**config.mk**
```make
export PLATFORM = sky130hd
export DESIGN_NAME = apu_sound_scheduler_flat
export DESIGN_NICKNAME = d
export VERILOG_FILES = /design/src/rtl/apu_sound_scheduler_if.sv /design/src/rtl/apu_sound_scheduler.sv /design/src/flat_wrapper.sv
export SDC_FILE = /design/constraint.sdc
export NUM_CORES = 1
export LEC_CHECK = 0
export BUFFER_PORTS_ARGS = -buffer_cell sky130_fd_sc_hd__buf_2
export CORE_MARGIN = 8
export CORE_UTILIZATION = 50
export CTS_CLUSTER_SIZE = 20
export DETAILED_ROUTE_END_ITERATION = 8
export HOLD_SLACK_MARGIN = 0.06
export PLACE_DENSITY = 0.7
export SYNTH_ARGS = -nofsm -noshare
export SYNTH_HDL_FRONTEND = slang
export SYNTH_SLANG_ARGS = --single-unit
```
**constraint.sdc**
```tcl
create_clock -name clk -period 7.3 [get_ports clk]
set_input_delay 1.46 -clock clk [delete_from_list [all_inputs] [get_ports clk]]
set_output_delay 1.46 -clock clk [all_outputs]
set_load 0.01 [all_outputs]
```
**src/rtl/apu_sound_scheduler_if.sv**
```systemverilog
// ---------------------------------------------------------------------------
// apu_sound_scheduler_if
// Groups the frame strobe, collision requests, mute control and the APU-facing
// outputs of the sound scheduler into one bundle.
//   master : game/test side, drives frame_end, req_eat/hit/die and mute,
//            observes the voice triggers and status.
//   slave  : the scheduler, consumes the requests and drives the outputs.
// ---------------------------------------------------------------------------
interface apu_sound_scheduler_if;
    logic       frame_end;
    logic       req_eat;
    logic       req_hit;
    logic       req_die;
    logic       mute;
    logic       saw_trigger;
    logic       square_trigger;
    logic       noise_trigger;
    logic [1:0] active_sound;
    logic       busy;
    logic       dropped;

    modport master (
        output frame_end, req_eat, req_hit, req_die, mute,
        input  saw_trigger, square_trigger, noise_trigger, active_sound, busy, dropped
    );

    modport slave (
        input  frame_end, req_eat, req_hit, req_die, mute,
        output saw_trigger, square_trigger, noise_trigger, active_sound, busy, dropped
    );
endinterface

```
**src/rtl/apu_sound_scheduler.sv**
```systemverilog
// ---------------------------------------------------------------------------
// apu_sound_scheduler
// Frame-synchronous scheduler between collision events and the three-voice
// APU. Rising edges of the request levels set one pending flag per sound
// class; on frame_end the highest-priority candidate (die > hit > eat) is
// started, preempts a lower sound, or retriggers the current one. Each sound
// plays for its *_FRAMES count and is followed by COOLDOWN_FRAMES of silence.
// Ports:
//   clk   : system clock
//   reset : synchronous active-high reset
//   bus   : slave side of apu_sound_scheduler_if
//           (frame_end, req_eat/hit/die, mute in;
//            saw/square/noise_trigger, active_sound, busy, dropped out)
// Sound codes (active_sound / cur): 0 none, 1 eat, 2 hit, 3 die. The code
// value doubles as the priority, so a numeric compare decides preemption.
// ---------------------------------------------------------------------------
module apu_sound_scheduler #(
    parameter int EAT_FRAMES      = 8,
    parameter int HIT_FRAMES      = 12,
    parameter int DIE_FRAMES      = 60,
    parameter int COOLDOWN_FRAMES = 2,
    parameter int CNT_W           = 6
) (
    input logic                  clk,
    input logic                  reset,
    apu_sound_scheduler_if.slave bus
);

    typedef enum logic [1:0] {IDLE, PLAY, COOLDOWN} state_t;

    // Zero-length sounds are stretched to one frame.
    localparam logic [CNT_W-1:0] EAT_LEN = CNT_W'((EAT_FRAMES == 0) ? 1 : EAT_FRAMES);
    localparam logic [CNT_W-1:0] HIT_LEN = CNT_W'((HIT_FRAMES == 0) ? 1 : HIT_FRAMES);
    localparam logic [CNT_W-1:0] DIE_LEN = CNT_W'((DIE_FRAMES == 0) ? 1 : DIE_FRAMES);
    localparam logic [CNT_W-1:0] CD_LEN  = CNT_W'(COOLDOWN_FRAMES);
    localparam logic [CNT_W-1:0] ONE     = CNT_W'(1);

    state_t           state_q, state_d;
    logic [1:0]       cur_q, cur_d;
    logic [CNT_W-1:0] cnt_q, cnt_d;
    logic [2:0]       req_q;     // bit0 eat, bit1 hit, bit2 die
    logic [2:0]       pend_q, pend_d;
    logic             dropped_q, dropped_d;
    logic [2:0]       trig_q, trig_d;
    logic [1:0]       active_q, active_d;
    logic             busy_q, busy_d;

    logic [2:0] req_now;
    logic [2:0] rise;
    logic [2:0] pend_set;
    logic [2:0] clr;
    logic [1:0] cand;
    logic       start;
    logic       finish;

    function automatic logic [CNT_W-1:0] dur(input logic [1:0] code);
        case (code)
            2'd1:    dur = EAT_LEN;
            2'd2:    dur = HIT_LEN;
            default: dur = DIE_LEN;
        endcase
    endfunction

    assign req_now = {bus.req_die, bus.req_hit, bus.req_eat};

    always_comb begin
        rise     = req_now & ~req_q;
        // Same-cycle edges are already eligible as candidates.
        pend_set = pend_q | rise;
        if (pend_set[2])      cand = 2'd3;
        else if (pend_set[1]) cand = 2'd2;
        else if (pend_set[0]) cand = 2'd1;
        else                  cand = 2'd0;

        state_d = state_q;
        cur_d   = cur_q;
        cnt_d   = cnt_q;
        start   = 1'b0;
        finish  = 1'b0;
        clr     = 3'b000;

        if (bus.frame_end) begin
            case (state_q)
                IDLE: start = (cand != 2'd0);
                PLAY: begin
                    // Higher priority preempts; equal priority retriggers.
                    if (cand != 2'd0 && cand >= cur_q) begin
                        start = 1'b1;
                    end else if (cnt_q <= ONE) begin
                        if (COOLDOWN_FRAMES == 0) begin
                            start  = (cand != 2'd0);
                            finish = 1'b1;
                        end else begin
                            state_d = COOLDOWN;
                            cur_d   = 2'd0;
                            cnt_d   = CD_LEN;
                        end
                    end else begin
                        cnt_d = cnt_q - ONE;
                    end
                end
                COOLDOWN: begin
                    if (cnt_q <= ONE) begin
                        start  = (cand != 2'd0);
                        finish = 1'b1;
                    end else begin
                        cnt_d = cnt_q - ONE;
                    end
                end
                default: state_d = IDLE;
            endcase
        end

        if (start) begin
            state_d = PLAY;
            cur_d   = cand;
            cnt_d   = dur(cand);
            case (cand)
                2'd1:    clr = 3'b001;
                2'd2:    clr = 3'b010;
                2'd3:    clr = 3'b111;   // die also discards waiting eat/hit
                default: clr = 3'b000;
            endcase
        end else if (finish) begin
            state_d = IDLE;
            cur_d   = 2'd0;
            cnt_d   = '0;
        end

        pend_d    = pend_set & ~clr;
        dropped_d = (|(rise & pend_q)) | (start && cand == 2'd3 && (|pend_set[1:0]));
        busy_d    = (state_d != IDLE);
        active_d  = (state_d == PLAY) ? cur_d : 2'd0;
    end

    // One trigger per voice: eat->saw (code 1), hit->square (2), die->noise (3).
    generate
        for (genvar gi = 0; gi < 3; gi++) begin : g_voice
            assign trig_d[gi] = (state_d == PLAY) && (cur_d == 2'(gi + 1)) && !bus.mute;
        end
    endgenerate

    always_ff @(posedge clk) begin
        if (reset) begin
            state_q   <= IDLE;
            cur_q     <= 2'd0;
            cnt_q     <= '0;
            req_q     <= 3'b000;
            pend_q    <= 3'b000;
            dropped_q <= 1'b0;
            trig_q    <= 3'b000;
            active_q  <= 2'd0;
            busy_q    <= 1'b0;
        end else begin
            state_q   <= state_d;
            cur_q     <= cur_d;
            cnt_q     <= cnt_d;
            req_q     <= req_now;
            pend_q    <= pend_d;
            dropped_q <= dropped_d;
            trig_q    <= trig_d;
            active_q  <= active_d;
            busy_q    <= busy_d;
        end
    end

    assign bus.saw_trigger    = trig_q[0];
    assign bus.square_trigger = trig_q[1];
    assign bus.noise_trigger  = trig_q[2];
    assign bus.active_sound   = active_q;
    assign bus.busy           = busy_q;
    assign bus.dropped        = dropped_q;

endmodule

```
**src/flat_wrapper.sv**
```systemverilog
// flat-port wrapper written by rule: the top's interface ports become plain ports
module apu_sound_scheduler_flat 
#(
    parameter int EAT_FRAMES      = 8,
    parameter int HIT_FRAMES      = 12,
    parameter int DIE_FRAMES      = 60,
    parameter int COOLDOWN_FRAMES = 2,
    parameter int CNT_W           = 6
)
  (clk, reset, bus_frame_end, bus_req_eat, bus_req_hit, bus_req_die, bus_mute, bus_saw_trigger, bus_square_trigger, bus_noise_trigger, bus_active_sound, bus_busy, bus_dropped);
  apu_sound_scheduler_if bus_i ();
  input logic clk;
  input logic reset;
  input wire logic [$bits(bus_i.frame_end)-1:0] bus_frame_end;
  input wire logic [$bits(bus_i.req_eat)-1:0] bus_req_eat;
  input wire logic [$bits(bus_i.req_hit)-1:0] bus_req_hit;
  input wire logic [$bits(bus_i.req_die)-1:0] bus_req_die;
  input wire logic [$bits(bus_i.mute)-1:0] bus_mute;
  output wire logic [$bits(bus_i.saw_trigger)-1:0] bus_saw_trigger;
  output wire logic [$bits(bus_i.square_trigger)-1:0] bus_square_trigger;
  output wire logic [$bits(bus_i.noise_trigger)-1:0] bus_noise_trigger;
  output wire logic [$bits(bus_i.active_sound)-1:0] bus_active_sound;
  output wire logic [$bits(bus_i.busy)-1:0] bus_busy;
  output wire logic [$bits(bus_i.dropped)-1:0] bus_dropped;
  assign bus_i.frame_end = bus_frame_end;
  assign bus_i.req_eat = bus_req_eat;
  assign bus_i.req_hit = bus_req_hit;
  assign bus_i.req_die = bus_req_die;
  assign bus_i.mute = bus_mute;
  assign bus_saw_trigger = bus_i.saw_trigger;
  assign bus_square_trigger = bus_i.square_trigger;
  assign bus_noise_trigger = bus_i.noise_trigger;
  assign bus_active_sound = bus_i.active_sound;
  assign bus_busy = bus_i.busy;
  assign bus_dropped = bus_i.dropped;
  apu_sound_scheduler #(.EAT_FRAMES(EAT_FRAMES), .HIT_FRAMES(HIT_FRAMES), .DIE_FRAMES(DIE_FRAMES), .COOLDOWN_FRAMES(COOLDOWN_FRAMES), .CNT_W(CNT_W)) u_core (.clk(clk), .reset(reset), .bus(bus_i));
endmodule
```
==> key figures, run 1 <==
Run status
  • Outcome: completed

GRT
  • Grt peak-use layer: met2
  • GR Layer Usage met3: 0.02891
  • Global Route Usage Sum: 0.1184
  • Met1 Resource Use GR: 0.1319
  • First-pass GRT wire length: 4.140 mm
  • Initial antenna violation count: 0
  • GRT overflow: 0
  • Vias in the first global route: 1020
  • Met2 GRT Util: 0.2095
  • Largest net degree at the start of global routing: 21

STA
  • FMAX: 263.7 MHz
  • Final min period: 3.792 ns
  • Slew @ Worst Pin: 0.8441 ns
  • Max-slew violations: 0
  • Period utilization: 0.5194
  • Final Hold Fails: 0
  • Post-route clock skew: 0.01242 ns
  • RSZ-0062 raised after global routing: false
  • Fin Setup TNS: 0 ns
  • Final setup viols: 0
  • Slew HR: 0.4361

Setup path
  • Internal reg-to-reg setup slack: 4.50 ns
  • CP top delay family: simple AND/OR/NAND/NOR gates
  • Worst Path Max Fanout: 13
  • Critical R2R Launch: u_core.req_q[0]
  • Critical path depth: 10
  • CP endpoint kind: flop
  • Worst r2r dst: u_core.trig_q[0]
  • Most common cell on crit path: nor2b_1
  • Cells on worst reg2reg path: 8
  • WP data arrival: 4.02 ns
  • Crit-path slowest cell: nor2b_1
  • Critical path class: in2reg
  • Buf/Inv on CP: 2
  • CP max stage delay: 0.68 ns
  • Req. time, crit path: 7.53 ns
  • Worst setup SP type: input pin
  • Cell Chain, Critical Path: buf_2 -> nor2b_1 -> nor4_1 -> inv_1 -> ha_1 -> a21o_1 -> a221oi_2 -> nor2b_1 -> nor2_1 -> nor4_2

Cells and area
  • Final core occ: 0.5613
  • Ant diodes: 0
  • Design area: 1353 sq um
  • Post-route insts no fill: 180
  • Syn-to-layout area delta: 9.524%
  • Post-layout net count: 169
  • Layout cells sized above 1: 0.2000

Logic synthesis
  • Main combinational cell family by area after synthesis: simple AND/OR/NAND/NOR gates
  • Post-synthesis mux area share: 0.02026
  • Cell count after synthesis: 136
  • Mapped Area: 1235 sq um
  • Distinct cells, synth: 40
  • #FFs+latches synth: 23
  • Mapped Avg Cell Area: 9.080 sq um
  • Synth Area in Compound Gates: 0.2199
  • Syn. warnings: 0
  • Adder-cell share of the synthesized area: 0.1114
  • Post-Synth XOR/XNOR Area: 0
  • Register area share after synthesis: 0.3728
  • Syn_nets: 154
  • Post-synthesis simple-gate area fraction: 0.2351

CTS
  • CTS H-tree lvls: 1
  • Clk sinks: 23
  • Clock transition at the registers of the reported paths: 0.11 ns
  • CTS tree: done
  • Post-CTS setup repair buffer count: 0
  • Worst-Skew Late Latency: 0.31 ns
  • Hold buffer count at cts: 0
  • Clock buffer depth: 2
  • Total CTS buffers: 3
  • Root Driver: clkbuf_4
  • Post-CTS Resized: 0

Run
  • Number of max-cap violations: 0

Hold path
  • Number of stages on the worst hold path: 2
  • Hold crit path type: reg2reg
  • Hold-critical path endpoint: u_core.bus.dropped
  • Hold path startpoint: u_core.pend_q[1]

Route
  • Routed Antenna Nets: 0
  • Drc violations: 0
  • Total number of vias: 1009
  • WL per Instance: 13.01 um
  • 1st-pass router iterations: 4
  • Initial DRC Count: 56
  • Routed vias/inst: 5.606
  • Routed Wire Length: 2.342 mm

Floorplan
  • Die height: 65.70 um
  • DIE AREA: 4316 sq um
  • DIE WIDTH: 65.70 um
  • Core footprint: 2410 sq um
  • Initial Util: 0.5125
  • Row count: 18
  • Num ports: 14

Placement
  • IO Port Bufs: 13
  • Placed cell area: 1325 sq um
  • Placed insts: 176
  • Final RePlAce weighted congestion: 0.7975
  • Post-DP HPWL: 1.846 mm

Power and ir drop
  • Worst VDD drop: 0.0001385 V
  • Design Power: 0.2912 mW
  • P_leak: 0.5576 nW
  • Power Density: 215.3 nW/um^2
==> registers in the layout, indices dropped and copies added (netlist names) <==
register,count
u_core.cnt_q,6
u_core.pend_q,3
u_core.req_q,3
u_core.trig_q,3
u_core.bus.active_sound,2
u_core.cur_q,2
u_core.state_q,2
u_core.bus.busy,1
u_core.bus.dropped,1
==> layout make-up <==
cell class	instances	area (sq um)
tap	30	37.54
timing repair buffer	13	65.06
sequential	23	460.4
multi-input combinational	100	724.4
clock buffer	3	22.52
inverter	10	37.54
fill	204	1057
clock inverter	1	5.005
==> where the power goes <==
part | total [mW] | switching [mW] | internal, mW | leakage [nW]
clock | 0.0582 | 0.0378 | 0.0205 | 0.0177
sequential | 0.145 | 0.00767 | 0.137 | 0.190
combinational | 0.0881 | 0.0499 | 0.0382 | 0.350
total | 0.291 | 0.0953 | 0.196 | 0.558
==> cell families (layout without fill, tap and decap cells) <==
kind of cell / Yosys count / after routing
buffers and inverters: 13 / 27
multiplexers: 2 / 2
flip-flops: 23 / 23
AO/OA/AOI/OAI: 38 / 38
adder cells (fa/ha/maj): 11 / 11
AND/OR/NAND/NOR: 49 / 49
==> placed cells by master, fill, tap and decap left out, types with 3 or more instances in the layout <==
| cell | count |
|---|---|
| dfxtp_1 | 23 |
| buf_2 | 13 |
| ha_1 | 11 |
| inv_1 | 10 |
| nor2b_1 | 9 |
| nor3_1 | 8 |
| a21oi_1 | 8 |
| nor2_1 | 7 |
| nand2_1 | 7 |
| a31oi_1 | 6 |
| nor3b_1 | 4 |
| or2_2 | 3 |
| nand3_1 | 3 |
| a211oi_1 | 3 |
| o21a_1 | 3 |
| clkbuf_4 | 3 |
==> cells in the mapped netlist <==
cell type  count  area, sq um
o311a_1        1        10.01
nand2_1        7        26.28
o21ai_1        1        5.000
mux2_4         1        15.01
o21ai_0        2        10.01
or2_2          3        18.77
a211oi_1       3        22.52
a41oi_1        1        8.760
ha_1          11        137.6
inv_1         10        37.54
o2111a_1       1        11.26
o31a_1         1        8.760
o21a_1         3        22.52
nand3_1        3        15.01
nor4_2         1        12.51
clkbuf_1       2        7.510
nor4_1         1        6.260
buf_2          1        5.000
nand2b_4       1        13.76
o21bai_1       1        7.510
a21oi_1        8        40.04
nor3_1         8        40.04
a221oi_2       1        15.01
a21oi_2        1        8.760
a2111oi_0      1        8.760
or3_4          1        11.26
nand2b_1       2        12.51
a31oi_1        6        37.54
a31o_2         2        17.52
a22oi_1        1        7.510
a221oi_1       1        8.760
mux2i_1        1        10.01
nor3_2         1        10.01
a21o_1         2        15.01
dfxtp_1       23        460.4
nor3b_1        4        30.03
nor2b_1        9        56.30
nor2_1         7        26.28
o22ai_1        1        6.260
nor2_4         1        11.26
==> per-layer routing <==
metal  routed length [um]  share of wire
met4                   22         0.0094
met3                  128          0.055
met1                 1064           0.45
met2                 1127           0.48
met5                    0              0
==> per-stage QoR <==
stage	hold WS, ns	setup slack [ns]
floorplan	0.4730	3.576
finish	0.5240	3.508
global placement	0.4977	3.280
CTS	0.5261	3.504
detailed placement	0.5087	3.163
global route	0.5648	3.266
==> worst max path at each step <==
stage / start / end
global route: bus_req_die / u_core.trig_q[0]
CTS: bus_req_die / u_core.trig_q[0]
finish: bus_req_die / u_core.trig_q[0]
detailed placement: bus_req_die / u_core.trig_q[0]
floorplan: bus_req_die / u_core.trig_q[0]
global placement: bus_req_die / u_core.trig_q[0]
==> worst min-delay path: cells and delay by family (launching register included) <==
family	cells	cell delay, ns
DFF	1	0.36
and+or+nand+nor	1	0.06
AOI/OAI and AO/OA	1	0.06
No activity file was read; power rests on OpenSTA's default activity.
==> run 2, diff against run 1 <==
- PLACE_DENSITY: 0.7 -> 0.73
- clock period: 7.3 -> 3.2 ns (I/O delays scaled with it)
==> run 2 against run 1 <==
Power is 130% higher; clock power rose by 130%; wire length rose by 4.1%; global-route usage shrank 0.42 points; combinational power grew 140%.
==> key figures, run 2 (same netlist as run 1, synthesis figures left out) <==
Setup path
  • Critical R2R Launch: u_core.req_q[0]
  • CP endpoint kind: flop
  • Crit-path slowest cell: mux2_4
  • Req. time, crit path: 3.43 ns (-4.10 ns)
  • Critical path class: in2reg
  • Worst r2r dst: u_core.trig_q[0]
  • Cells on worst reg2reg path: 10 (+2)
  • WP data arrival: 3.00 ns (-1.02 ns)
  • Worst Path Max Fanout: 6 (-7)
  • Crit path from: bus_req_eat
  • Cell Chain, Critical Path: buf_2 -> nor2b_1 -> nor2_1 -> o31a_1 -> ha_1 -> nand2b_1 -> a21o_1 -> a221oi_2 -> nand2b_4 -> mux2_4 -> nor4_2
  • CP max stage delay: 0.34 ns (-0.34 ns)
  • Worst setup SP type: input pin
  • Internal reg-to-reg setup slack: 0.54 ns (-3.96 ns)

Power and ir drop
  • Flop pwr share: 0.492 (-0.005)
  • Power Density: 485.6 nW/um^2 (+130%)
  • P_int: 0.4536 mW (+130%)
  • Psw: 0.2179 mW (+130%)
  • Switching power as a share of total power: 0.3245 (-0.002842)
  • Combinational power share: 0.312 (+0.009)
  • Design Power: 0.6714 mW (+130%)
  • P_leak: 0.5776 nW (+3.6%)
  • Worst VDD drop: 0.0003066 V (+120%)
  • Clock network fraction of total power: 0.196 (-0.004)

STA
  • Final setup viols: 0 (unchanged)
  • Slew @ Worst Pin: 0.3807 ns (-0.4634 ns)
  • Post-route clock skew: 0.001566 ns (-0.01085 ns)
  • Period utilization: 0.8673
  • Max-slew violations: 0 (unchanged)
  • Slew HR: 0.7457 (+0.3096)
  • Fin Setup TNS: 0 ns (unchanged)
  • FMAX: 360.3 MHz
  • Final Hold Fails: 0 (unchanged)
  • Final min period: 2.775 ns
  • RSZ-0062 raised after global routing: false

CTS
  • Root Driver: clkbuf_4
  • Hold buffer count at cts: 0 (unchanged)
  • Clock buffer depth: 2 (unchanged)
  • Total CTS buffers: 3 (unchanged)
  • Post-CTS Resized: 0 (unchanged)
  • Clk sinks: 23 (unchanged)
  • Post-CTS setup repair buffer count: 0 (unchanged)
  • Clock transition at the registers of the reported paths: 0.12 ns (about the same)
  • Worst-Skew Late Latency: 0.30 ns (about the same)
  • CTS tree: done
  • CTS H-tree lvls: 1 (unchanged)

Route
  • 1st-pass router iterations: 4 (unchanged)
  • Routed Antenna Nets: 0 (unchanged)
  • Routed vias/inst: 5.674 (+1.2%)
  • WL per Instance: 13.24 um (+1.8%)
  • Total number of vias: 1044 (+3.5%)
  • Drc violations: 0 (unchanged)
  • Initial DRC Count: 19 (-66%)
  • Routed Wire Length: 2.437 mm (+4.1%)

Cells and area
  • Post-layout net count: 173 (+2.4%)
  • Syn-to-layout area delta: 11.96%
  • Layout cells sized above 1: 0.2208 (+0.02078)
  • Commonest cells after routing, fill and taps aside: 23 x dfxtp_1, 13 x buf_2, 11 x ha_1
  • Largest register FFs: 6 (unchanged)
  • Ant diodes: 0 (unchanged)
  • Filler cell count: 214 (+4.9%)
  • Multi-input gate area: 724.4 sq um (unchanged)
  • Register area: 460.4 sq um (unchanged)
  • Register name with the most flops: u_core.cnt_q
  • Most common cell after layout, fill and taps aside: dfxtp_1

GRT
  • Initial antenna violation count: 0 (unchanged)
  • First-pass GRT wire length: 3.967 mm (-4.2%)
  • Global Route Usage Sum: 0.1141 (-0.004230)
  • Vias in the first global route: 928 (-9.0%)
  • Largest net degree at the start of global routing: 21 (unchanged)
  • GRT overflow: 0 (unchanged)

Placement
  • IO Port Bufs: 13 (unchanged)
  • Final RePlAce weighted congestion: 0.8811 (+10%)
  • Post-DP HPWL: 1.911 mm (+3.5%)

Floorplan
  • DIE AREA: 4316 sq um (unchanged)
  • Row count: 18 (unchanged)
  • Num ports: 14 (unchanged)
  • Core footprint: 2410 sq um (unchanged)
  • Initial Util: 0.5125 (unchanged)
  • Die height: 65.70 um (unchanged)
  • DIE WIDTH: 65.70 um (unchanged)

Hold path
  • Hold-critical path endpoint: u_core.bus.dropped
  • Hold path startpoint: u_core.pend_q[1]
  • Hold crit path type: reg2reg
  • Number of stages on the worst hold path: 2 (unchanged)

Run status
  • Outcome: completed

Run
  • Number of max-cap violations: 0 (unchanged)
[run 2: cell count changes in the layout (fill, tap and decap cells not counted)]
cell	delta
buf_4	+4
[run 2: metal layers]
| metal | GRT usage | vias up | share of wire |
|---|---|---|---|
| met5 | 0 | - | 0 |
| met4 | 0.03270 | 0 | 0.0041 |
| met3 | 0.03912 | 2 | 0.054 |
| met2 | 0.2010 | 23 | 0.49 |
| met1 | 0.1259 | 486 | 0.45 |
| li1 | - | 533 | - |
[run 2: worst max path at each step]
stage	to	slack, ns	depth (start not counted)
floorplan	u_core.trig_q[0]	0.30	9
detailed placement	u_core.trig_q[0]	0.11	11
global placement	u_core.trig_q[2]	0.16	11
finish	u_core.trig_q[0]	0.42	11
global route	u_core.trig_q[0]	0.31	11
CTS	u_core.trig_q[0]	0.43	11
[run 2: area by class of cell]
type | count | share of cell area
tap | 30 | 0.02715
clock inverter | 1 | 0.003620
inverter | 10 | 0.02715
clock buffer | 3 | 0.01629
sequential | 23 | 0.3330
timing repair buffer | 17 | 0.06878
multi-input combinational | 100 | 0.5240
[run 2: critical path, delay by kind of cell]
family / cells / cell delay (ns)
and+or+nand+nor: 5 / 0.88
AOI/OAI and AO/OA: 3 / 0.78
buffers and inverters: 1 / 0.08
adders and majority gates: 1 / 0.28
muxes: 1 / 0.34
[run 2: power groups by stage]
stage          Combinational [mW]  Clock [mW]  Sequential (mW)
2_1_floorplan               0.156           0            0.337
3_3_place_gp                0.205           0            0.336
3_5_place_dp                0.209           0            0.337
4_1_cts                     0.210       0.136            0.330
5_1_grt                     0.235       0.148            0.334
6_report                    0.209       0.132            0.331
[run 2: stage by stage]
stage	worst slack (ns)	instance area, sq um	hold slack, ns	util	std cells
after floorplan	0.2962	1235	0.4730	-	136
after global placement	0.1605	1355	0.4977	0.5623	180
after detailed placement	0.1091	1355	0.4988	0.5623	180
after CTS	0.4269	1383	0.5165	0.5737	184
after global routing	0.3089	1383	0.5406	0.5737	184
final	0.4248	1383	0.5189	0.5737	184
==> run 3, diff against run 2 <==
- CORE_ASPECT_RATIO: not set -> 0.9
==> run 3 against run 2 <==
Setup slack worse by 0.051 ns; via count grew 0.38%; power rose by 0.80%; non-clock buffer count stayed put.
==> key figures, run 3 (same netlist as run 1, synthesis figures left out) <==
Run status
  • Outcome: completed

Cells and area
  • Filler cell count: 222 (+3.7%)
  • Design area: 1380 sq um (-0.18%)
  • Post-layout net count: 173 (unchanged)
  • Largest register FFs: 6 (unchanged)
  • Most common cell after layout, fill and taps aside: dfxtp_1
  • Syn-to-layout area delta: 11.75%
  • Commonest cells after routing, fill and taps aside: 23 x dfxtp_1, 13 x buf_2, 11 x ha_1
  • Multi-input gate area: 724.4 sq um (unchanged)
  • Register name with the most flops: u_core.cnt_q
  • Layout cells sized above 1: 0.2208 (unchanged)
  • Ant diodes: 0 (unchanged)
  • Register area: 460.4 sq um (unchanged)

Placement
  • IO Port Bufs: 13 (unchanged)
  • Final RePlAce weighted congestion: 0.8306 (-5.7%)
  • Placed cell area: 1353 sq um (-0.18%)
  • Post-DP HPWL: 1.983 mm (+3.8%)

GRT
  • Vias in the first global route: 1017 (+9.6%)
  • GR Layer Usage met3: 0.03534 (-0.003780)
  • Global Route Usage Sum: 0.1270 (+0.01287)
  • Initial antenna violation count: 0 (unchanged)
  • Largest net degree at the start of global routing: 21 (unchanged)
  • Grt peak-use layer: met2
  • Met2 GRT Util: 0.2044 (+0.003439)
  • First-pass GRT wire length: 4.395 mm (+11%)
  • Met1 Resource Use GR: 0.1434 (+0.01758)
  • GRT overflow: 0 (unchanged)

Power and ir drop
  • Psw: 0.2230 mW (+2.4%)
  • Design Power: 0.6768 mW (+0.80%)
  • P_int: 0.4538 mW (about the same)
  • Worst VDD drop: 0.0003475 V (+13%)
  • Combinational power share: 0.313 (about the same)
  • Switching power as a share of total power: 0.3295 (+0.005006)
  • P_leak: 0.5776 nW (unchanged)
  • Flop pwr share: 0.489 (-0.003)
  • Clock network fraction of total power: 0.198 (+0.002)
  • Power Density: 490.4 nW/um^2 (+0.98%)

CTS
  • Root Driver: clkbuf_4
  • Clock buffer depth: 2 (unchanged)
  • Clk sinks: 23 (unchanged)
  • Post-CTS setup repair buffer count: 0 (unchanged)
  • Clock transition at the registers of the reported paths: 0.13 ns (about the same)
  • Worst-Skew Late Latency: 0.31 ns (about the same)
  • CTS H-tree lvls: 1 (unchanged)
  • CTS tree: done
  • Post-CTS Resized: 0 (unchanged)
  • Hold buffer count at cts: 0 (unchanged)
  • Total CTS buffers: 3 (unchanged)

Floorplan
  • Row count: 17 (-1)
  • Num ports: 14 (unchanged)
  • Die height: 63.15 um (-3.9%)
  • Initial Util: 0.5138 (+0.001334)
  • DIE AREA: 4318 sq um (about the same)
  • DIE WIDTH: 68.39 um (+4.1%)
  • Core footprint: 2404 sq um (-0.26%)

Route
  • Initial DRC Count: 26 (+7)
  • Routed Wire Length: 2.564 mm (+5.2%)
  • Routed vias/inst: 5.758 (+1.5%)
  • Total number of vias: 1048 (+0.38%)
  • 1st-pass router iterations: 4 (unchanged)
  • WL per Instance: 14.09 um (+6.4%)
  • Routed Antenna Nets: 0 (unchanged)
  • Drc violations: 0 (unchanged)

STA
  • Post-route clock skew: 0.005773 ns (+0.004207 ns)
  • Max-slew violations: 0 (unchanged)
  • Min Hold Slack: 0.5229 ns (+0.004022 ns)
  • Fin Setup TNS: 0 ns (unchanged)
  • Final min period: 2.826 ns (+0.05073 ns)
  • Slew HR: 0.7299 (-0.01576)
  • RSZ-0062 raised after global routing: false
  • FMAX: 353.9 MHz (-1.8%)
  • Period utilization: 0.8831 (+0.01585)
  • Slew @ Worst Pin: 0.4043 ns (+0.02360 ns)
  • Final Hold Fails: 0 (unchanged)
  • Final setup viols: 0 (unchanged)

Setup path
  • Critical path class: in2reg
  • CP endpoint kind: flop
  • Worst Path Max Fanout: 6 (unchanged)
  • Worst setup SP type: input pin
  • WP data arrival: 3.06 ns (+0.06 ns)
  • Req. time, crit path: 3.43 ns (about the same)

Run
  • Number of max-cap violations: 0 (unchanged)

Hold path
  • Hold crit path type: reg2reg
run 3: layout make-up:
cell class,count,area share
clock inverter,1,0.003626
tap,28,0.02539
timing repair buffer,17,0.06890
multi-input combinational,100,0.5249
inverter,10,0.02720
clock buffer,3,0.01632
sequential,23,0.3336
run 3: worst paths after layout:
| kind | startpoint | end | slack [ns] | depth (start not counted) |
|---|---|---|---|---|
| min reg2reg | u_core.pend_q[1] | u_core.bus.dropped | 0.52 | 2 |
| max | bus_req_eat | u_core.trig_q[0] | 0.37 | 11 |
| min | u_core.pend_q[1] | u_core.bus.dropped | 0.52 | 2 |
| max reg2reg | u_core.req_q[0] | u_core.trig_q[0] | 0.49 | 10 |
run 3: per-layer routing:
layer	up-vias	wire length, um
met3	10	138
li1	532	-
met1	475	1133
met4	0	82
met5	-	0
met2	31	1210
run 3: power groups by stage:
stage	Combinational (mW)	Clock [mW]	Sequential, mW
after CTS	0.213	0.136	0.331
after floorplan	0.156	0	0.337
after detailed placement	0.211	0	0.337
after global placement	0.204	0	0.336
final	0.212	0.134	0.331
after global routing	0.238	0.152	0.334
run 3: worst max-delay path: stages:
cell and delay (ns):
buf_2 0.08, nor2b_1 0.16, nor2_1 0.08, o31a_1 0.29
ha_1 0.28, nand2b_1 0.17, a21o_1 0.20, a221oi_2 0.30
nand2b_4 0.23, mux2_4 0.34, nor4_2 0.27
run 3: stage by stage:
stage,setup slack [ns],utilization,std cells
finish,0.3740,0.5742,182
global route,0.1991,0.5742,182
CTS,0.3746,0.5742,182
detailed placement,0.07561,0.5627,178
global placement,0.1708,0.5627,178
floorplan,0.2962,-,136
